$ cat config.mk
export PLATFORM = sky130hd
export DESIGN_NAME = seqdet_sched
export DESIGN_NICKNAME = d
export VERILOG_FILES = /design/src/rtl/seqdet_pkg.sv /design/src/rtl/seq_matcher.sv /design/src/rtl/seqdet_sched.sv
export SDC_FILE = /design/constraint.sdc
export NUM_CORES = 1
export LEC_CHECK = 0
export ABC_CLOCK_PERIOD_IN_PS = 2900
export CAP_MARGIN = 15
export CORE_UTILIZATION = 51
export CTS_CLUSTER_DIAMETER = 100
export DETAILED_ROUTE_END_ITERATION = 10
export PLACE_DENSITY = 0.86
export SETUP_SLACK_MARGIN = 0.05
export SYNTH_ARGS = -nofsm -noshare
export SYNTH_HDL_FRONTEND = slang
export SYNTH_HIERARCHICAL = 1
export SYNTH_SLANG_ARGS = --single-unit
$ cat constraint.sdc
create_clock -name clk -period 2.9 [get_ports clk]
set_clock_uncertainty 0.05 [all_clocks]
set_input_delay 0.87 -clock clk [delete_from_list [all_inputs] [get_ports clk]]
set_output_delay 0.87 -clock clk [all_outputs]
set_load 0.02 [all_outputs]
$ cat src/rtl/seqdet_pkg.sv
// Shared types, default pattern constants and width helpers for the serial
// "10110" detector family.
package seqdet_pkg;

    typedef enum logic [1:0] {
        IDLE   = 2'd0,
        SHIFT  = 2'd1,
        REPORT = 2'd2
    } state_t;

    localparam int                         PAT_W_DEFAULT = 5;
    localparam logic [PAT_W_DEFAULT-1:0]   PAT_DEFAULT   = 5'b10110;

    // Requester ID width; never narrower than one bit.
    function automatic int id_width(input int n);
        return (n > 1) ? $clog2(n) : 1;
    endfunction

    // Width able to hold a match count from 0 up to w.
    function automatic int cnt_width(input int w);
        return $clog2(w + 1);
    endfunction

endpackage

$ cat src/rtl/seq_matcher.sv
// Bit-serial pattern matcher. History is shifted MSB-first; a hit is only
// reported once PAT_W-1 bits have been seen since the last clear, so a
// pattern starting with zeros cannot hit against the cleared history.
module seq_matcher
    import seqdet_pkg::*;
#(
    parameter int               PAT_W = PAT_W_DEFAULT,
    parameter logic [PAT_W-1:0] PAT   = PAT_DEFAULT
) (
    input  logic clk,
    input  logic rst,
    input  logic clr,
    input  logic en,
    input  logic x,
    output logic z
);

    localparam int HW = PAT_W - 1;
    localparam int FW = $clog2(PAT_W);

    logic [HW-1:0] hist;
    logic [FW-1:0] fill;
    logic          full;

    assign full = (fill == FW'(HW));
    assign z    = en && full && ({hist, x} == PAT);

    // History shift register and saturating fill counter, cleared per word.
    always_ff @(posedge clk or negedge rst) begin
        if (!rst) begin
            hist <= '0;
            fill <= '0;
        end else if (clr) begin
            hist <= '0;
            fill <= '0;
        end else if (en) begin
            hist <= HW'({hist, x});
            if (!full) fill <= fill + 1'b1;
        end
    end

endmodule

$ cat src/rtl/seqdet_sched.sv
// Round-robin scheduler sharing one serial pattern matcher between NREQ
// requesters. A granted word is serialized MSB-first; per word the number
// of overlapping matches and the requester ID are reported with done.
module seqdet_sched
    import seqdet_pkg::*;
#(
    parameter int               NREQ   = 2,
    parameter int               WORD_W = 8,
    parameter int               PAT_W  = PAT_W_DEFAULT,
    parameter logic [PAT_W-1:0] PAT    = PAT_DEFAULT,
    parameter int               ID_W   = id_width(NREQ),
    parameter int               CNT_W  = cnt_width(WORD_W)
) (
    input  logic                     clk,
    input  logic                     rst,
    input  logic [NREQ-1:0]          req,
    input  logic [NREQ*WORD_W-1:0]   word_i,
    output logic [NREQ-1:0]          ack,
    output logic                     busy,
    output logic                     x_o,
    output logic                     z_o,
    output logic                     done,
    output logic [ID_W-1:0]          done_id,
    output logic [CNT_W-1:0]         match_cnt
);

    localparam int IDX_W = $clog2(WORD_W);

    state_t             state, state_nxt;
    logic [ID_W-1:0]    rr;
    logic [ID_W-1:0]    grant;
    logic [ID_W-1:0]    gnt_idx;
    logic               gnt_any;
    logic               take;
    logic [WORD_W-1:0]  word_q;
    logic [IDX_W-1:0]   idx;
    logic [CNT_W-1:0]   cnt;
    logic               last_bit;
    logic               shifting;

    assign take     = (state == IDLE) && gnt_any;
    assign shifting = (state == SHIFT);
    assign last_bit = (idx == '0);
    assign busy     = (state != IDLE);
    assign done     = (state == REPORT);
    assign x_o      = shifting ? word_q[idx] : 1'b0;

    // Round-robin search: first requester at or after rr, wrapping.
    always_comb begin
        gnt_any = 1'b0;
        gnt_idx = '0;
        for (int i = 0; i < NREQ; i++) begin
            if (!gnt_any && req[(int'(rr) + i) % NREQ]) begin
                gnt_any = 1'b1;
                gnt_idx = ID_W'((int'(rr) + i) % NREQ);
            end
        end
    end

    // State register.
    always_ff @(posedge clk or negedge rst) begin
        if (!rst) state <= IDLE;
        else      state <= state_nxt;
    end

    // Next-state logic: one word per IDLE->SHIFT->REPORT pass.
    always_comb begin
        state_nxt = state;
        case (state)
            IDLE:    if (gnt_any)  state_nxt = SHIFT;
            SHIFT:   if (last_bit) state_nxt = REPORT;
            REPORT:  state_nxt = IDLE;
            default: state_nxt = IDLE;
        endcase
    end

    // Control and result registers: grant, bit index, running count, outputs.
    always_ff @(posedge clk or negedge rst) begin
        if (!rst) begin
            ack       <= '0;
            rr        <= '0;
            grant     <= '0;
            idx       <= '0;
            cnt       <= '0;
            done_id   <= '0;
            match_cnt <= '0;
        end else begin
            ack <= '0;
            if (take) begin
                ack   <= NREQ'(1) << gnt_idx;
                grant <= gnt_idx;
                idx   <= IDX_W'(WORD_W - 1);
                cnt   <= '0;
            end
            if (shifting) begin
                idx <= idx - 1'b1;
                cnt <= cnt + CNT_W'(z_o);
                if (last_bit) begin
                    done_id   <= grant;
                    match_cnt <= cnt + CNT_W'(z_o);
                end
            end
            if (state == REPORT) begin
                rr <= (grant == ID_W'(NREQ - 1)) ? '0 : grant + 1'b1;
            end
        end
    end

    // Word latch; data only, captured at the grant edge.
    always_ff @(posedge clk) begin
        if (take) word_q <= word_i[gnt_idx*WORD_W +: WORD_W];
    end

    seq_matcher #(
        .PAT_W (PAT_W),
        .PAT   (PAT)
    ) u_matcher (
        .clk (clk),
        .rst (rst),
        .clr (!shifting),
        .en  (shifting),
        .x   (x_o),
        .z   (z_o)
    );

endmodule
==> results.yml <==
run_status:
  status: "finished, violations left"
  violations: "design-rule violations"
clocking:
  cts_buffers: 5
  clkTransAtPathRegs_ns: 0.09
  clockBufferDepth: 2
  numClockSinks: 33
  cts_tree: "built"
  clk_latency_ns: 0.34
  h-tree-depth: 2
  clockRootBuffer: "clkbuf_4"
hold_path:
  hp-class: "reg -> reg"
floorplanning:
  core_area_um2: 2850
  die_x_um: 57.8
  die_area_um2: 3340
  rows: 19
  ios: 31
  start_util: 0.556
  die_y_um: 57.8
setup_path:
  crit_path_end_kind: "output port"
  worstPathMaxFanout: 5
  crit_required_ns: 1.98
  crit_arrival_ns: 1.92
  crit_type: "reg -> out"
  critPathLaunchType: "flip-flop"
place:
  dp_hpwl_um: 2180
  dp_slack_ns: -0.0888
  numPlacedInstances: 195
  gp_congestion: 0.732
  port-buffer-count: 30
grt:
  grt-ovfl-total: 0
  track_usage: 0.218
  grt_max_degree: 26
  gr-max-usage-layer: "met2"
  grtUsageMet2: 0.397
  grt_pass1_vias: 1166
  grtUsageMet1: 0.238
  grtUsageMet3: 0.0759
  grt_pass1_wl_um: 5240
  antenna_found_initial: 0
final_layout:
  drive_above_1_share: 0.236
  num_antenna_cells: 0
  regArea_um2: 867
  stdcell_count: 205
  multi_input_area_um2: 673
  fin_nets: 199
  fill_cells: 211
  area_growth_pct: 28.3
yosys:
  synth_cell_types: 34
  async_flop_share: 0.758
  synth_seq_area_share: 0.546
  synthFlopType: "dfrtp_1"
  synthTopCellsByCount: "dfrtp_1 (25), nor2_1 (13), mux2_2 (12)"
  synthCells: 132
  syn_avg_cell_area_um2: 12.0
  ys_warn_count: 6
  synth_edf_count: 8
  synth_top_area_frac: 0.395
  yosys-top-cells-area: "dfrtp_1 (39%), edfxtp_1 (15%), mux2_2 (8.5%), ha_1 (4.7%), mux2i_1 (4.4%)"
  synthesis.area_um2: 1590
  yosysMostFrequentCell: "dfrtp_1"
  syn-num-nets: 158
  ys_seq_elements: 33
  yosys.area.top_type: "dfrtp_1"
routing:
  antenna_left: 0
  via_per_inst: 5.39
  drc: 1
  finalWirelength_um: 3080
  wl_per_cell_um: 15.0
  drt_iter0_markers: 47
  vias: 1105
  first_pass_iters: 7
sta:
  worst_hold_slack_ns: 0.426
  worst_slew_pin_slew_ns: 0.465
  min_period_over_period: 0.979
  fmax_mhz: 352
  setup_viol: 0
  fin_ws_ns: 0.0618
  fin_crit_ns: 2.84
  rsz0062_at_grt: "yes"
  finalMaxSlewViolations: 0
  finalHoldViolCount: 0
  maxSlewHeadroom: 0.690
power:
  vdd_drop_max_v: 0.000425
  p_leak_nw: 0.930
  p_total_w: 0.00192
  p_per_area_nw_per_um2: 942
run:
  maxCapViolCount: 0
[registers in the layout, indices dropped and copies added, names as in the netlist]
name / flops
word_q: 8
done_id: 1
grant: 1
u_matcher/hist: 4
u_matcher/fill: 3
rr: 1
cnt: 4
ack: 2
state: 2
match_cnt: 4
idx: 3
[worst max-delay path: stages (launching register included)]
cell,delay (ns)
dfrtp_2,0.41
mux4_2,0.51
nor2_2,0.11
nor3_2,0.06
nand4bb_1,0.19
nor2_2,0.16
buf_6,0.13
[metal layers]
layer  vias up  part of all wire
li1        539                 -
met2        30              0.54
met3         4             0.041
met1       532              0.41
met5         -                 0
met4         0            0.0094
[through the flow]
step | cell area (µm²) | util | setup TNS [ns]
after floorplan | 1590 | - | 0
after global placement | 1950 | 0.682 | -0.0330
after detailed placement | 1950 | 0.682 | -0.0888
after CTS | 2020 | 0.709 | 0
after global routing | 2030 | 0.713 | -0.0113
final | 2030 | 0.713 | 0
[final timing paths]
| path | start | endpoint | slack (ns) | cells after the start |
|---|---|---|---|---|
| min in group asynchronous | rst | u_matcher/fill[0] | 0.83 | 2 |
| max in group asynchronous | rst | idx[1] | 1.70 | 2 |
| hold reg to reg | grant | rr | 0.43 | 1 |
| setup reg to reg | idx[1] | match_cnt[1] | 0.30 | 11 |
| hold / removal | grant | rr | 0.43 | 1 |
| setup / recovery | idx[1] | z_o | 0.06 | 6 |
[power breakdown]
part | internal, W | leakage (nW) | total (W) | switching [W]
Combinational | 0.000436 | 0.502 | 0.000884 | 0.000449
Clock | 0.000120 | 0.0326 | 0.000268 | 0.000148
Sequential | 0.000649 | 0.395 | 0.000763 | 0.000115
[final cells by class]
| class | count | area share |
|---|---|---|
| flip-flops and latches | 33 | 0.426 |
| repair buffers | 39 | 0.179 |
| multi-input cells | 87 | 0.331 |
| well taps | 31 | 0.0191 |
| clock buffers | 8 | 0.0289 |
| inverters | 7 | 0.0154 |
[repair_timing]
action | in CTS | in global routing
pin swaps | 2 | 2
hold buffers | 0 | 0
setup buffers | 1 | 1
endpoints found under the hold margin | 0 | 0
resized for setup | 9 | 5
setup endpoints to repair | 2 | 2
[cell families after synthesis]
family          Yosys count  synth area share
compound gates           19            0.0758
xor+xnor                  2            0.0111
fa+ha+maj                 6            0.0474
buf+inv                  12            0.0387
flops                    33             0.546
mux                      21             0.153
simple gates             39             0.128
[cells in the final DEF, fill, tap and decap left out, types with 2 or more instances in the layout]
cell              n
a21o_1            2
a21oi_1           7
and2_1            2
buf_4             9
clkbuf_1          2
clkbuf_4          5
clkdlybuf4s50_1  28
dfrtp_1          24
edfxtp_1          8
ha_1              6
inv_1             6
mux2_2           12
mux2i_1           7
nand2_1           6
nand2b_1          3
nand3_1           2
nor2_1           11
nor2_2            2
nor2b_1           3
nor3_1            3
o21ai_0           6
or2_4             2
Note: power is estimated with default switching activity, not from simulation.
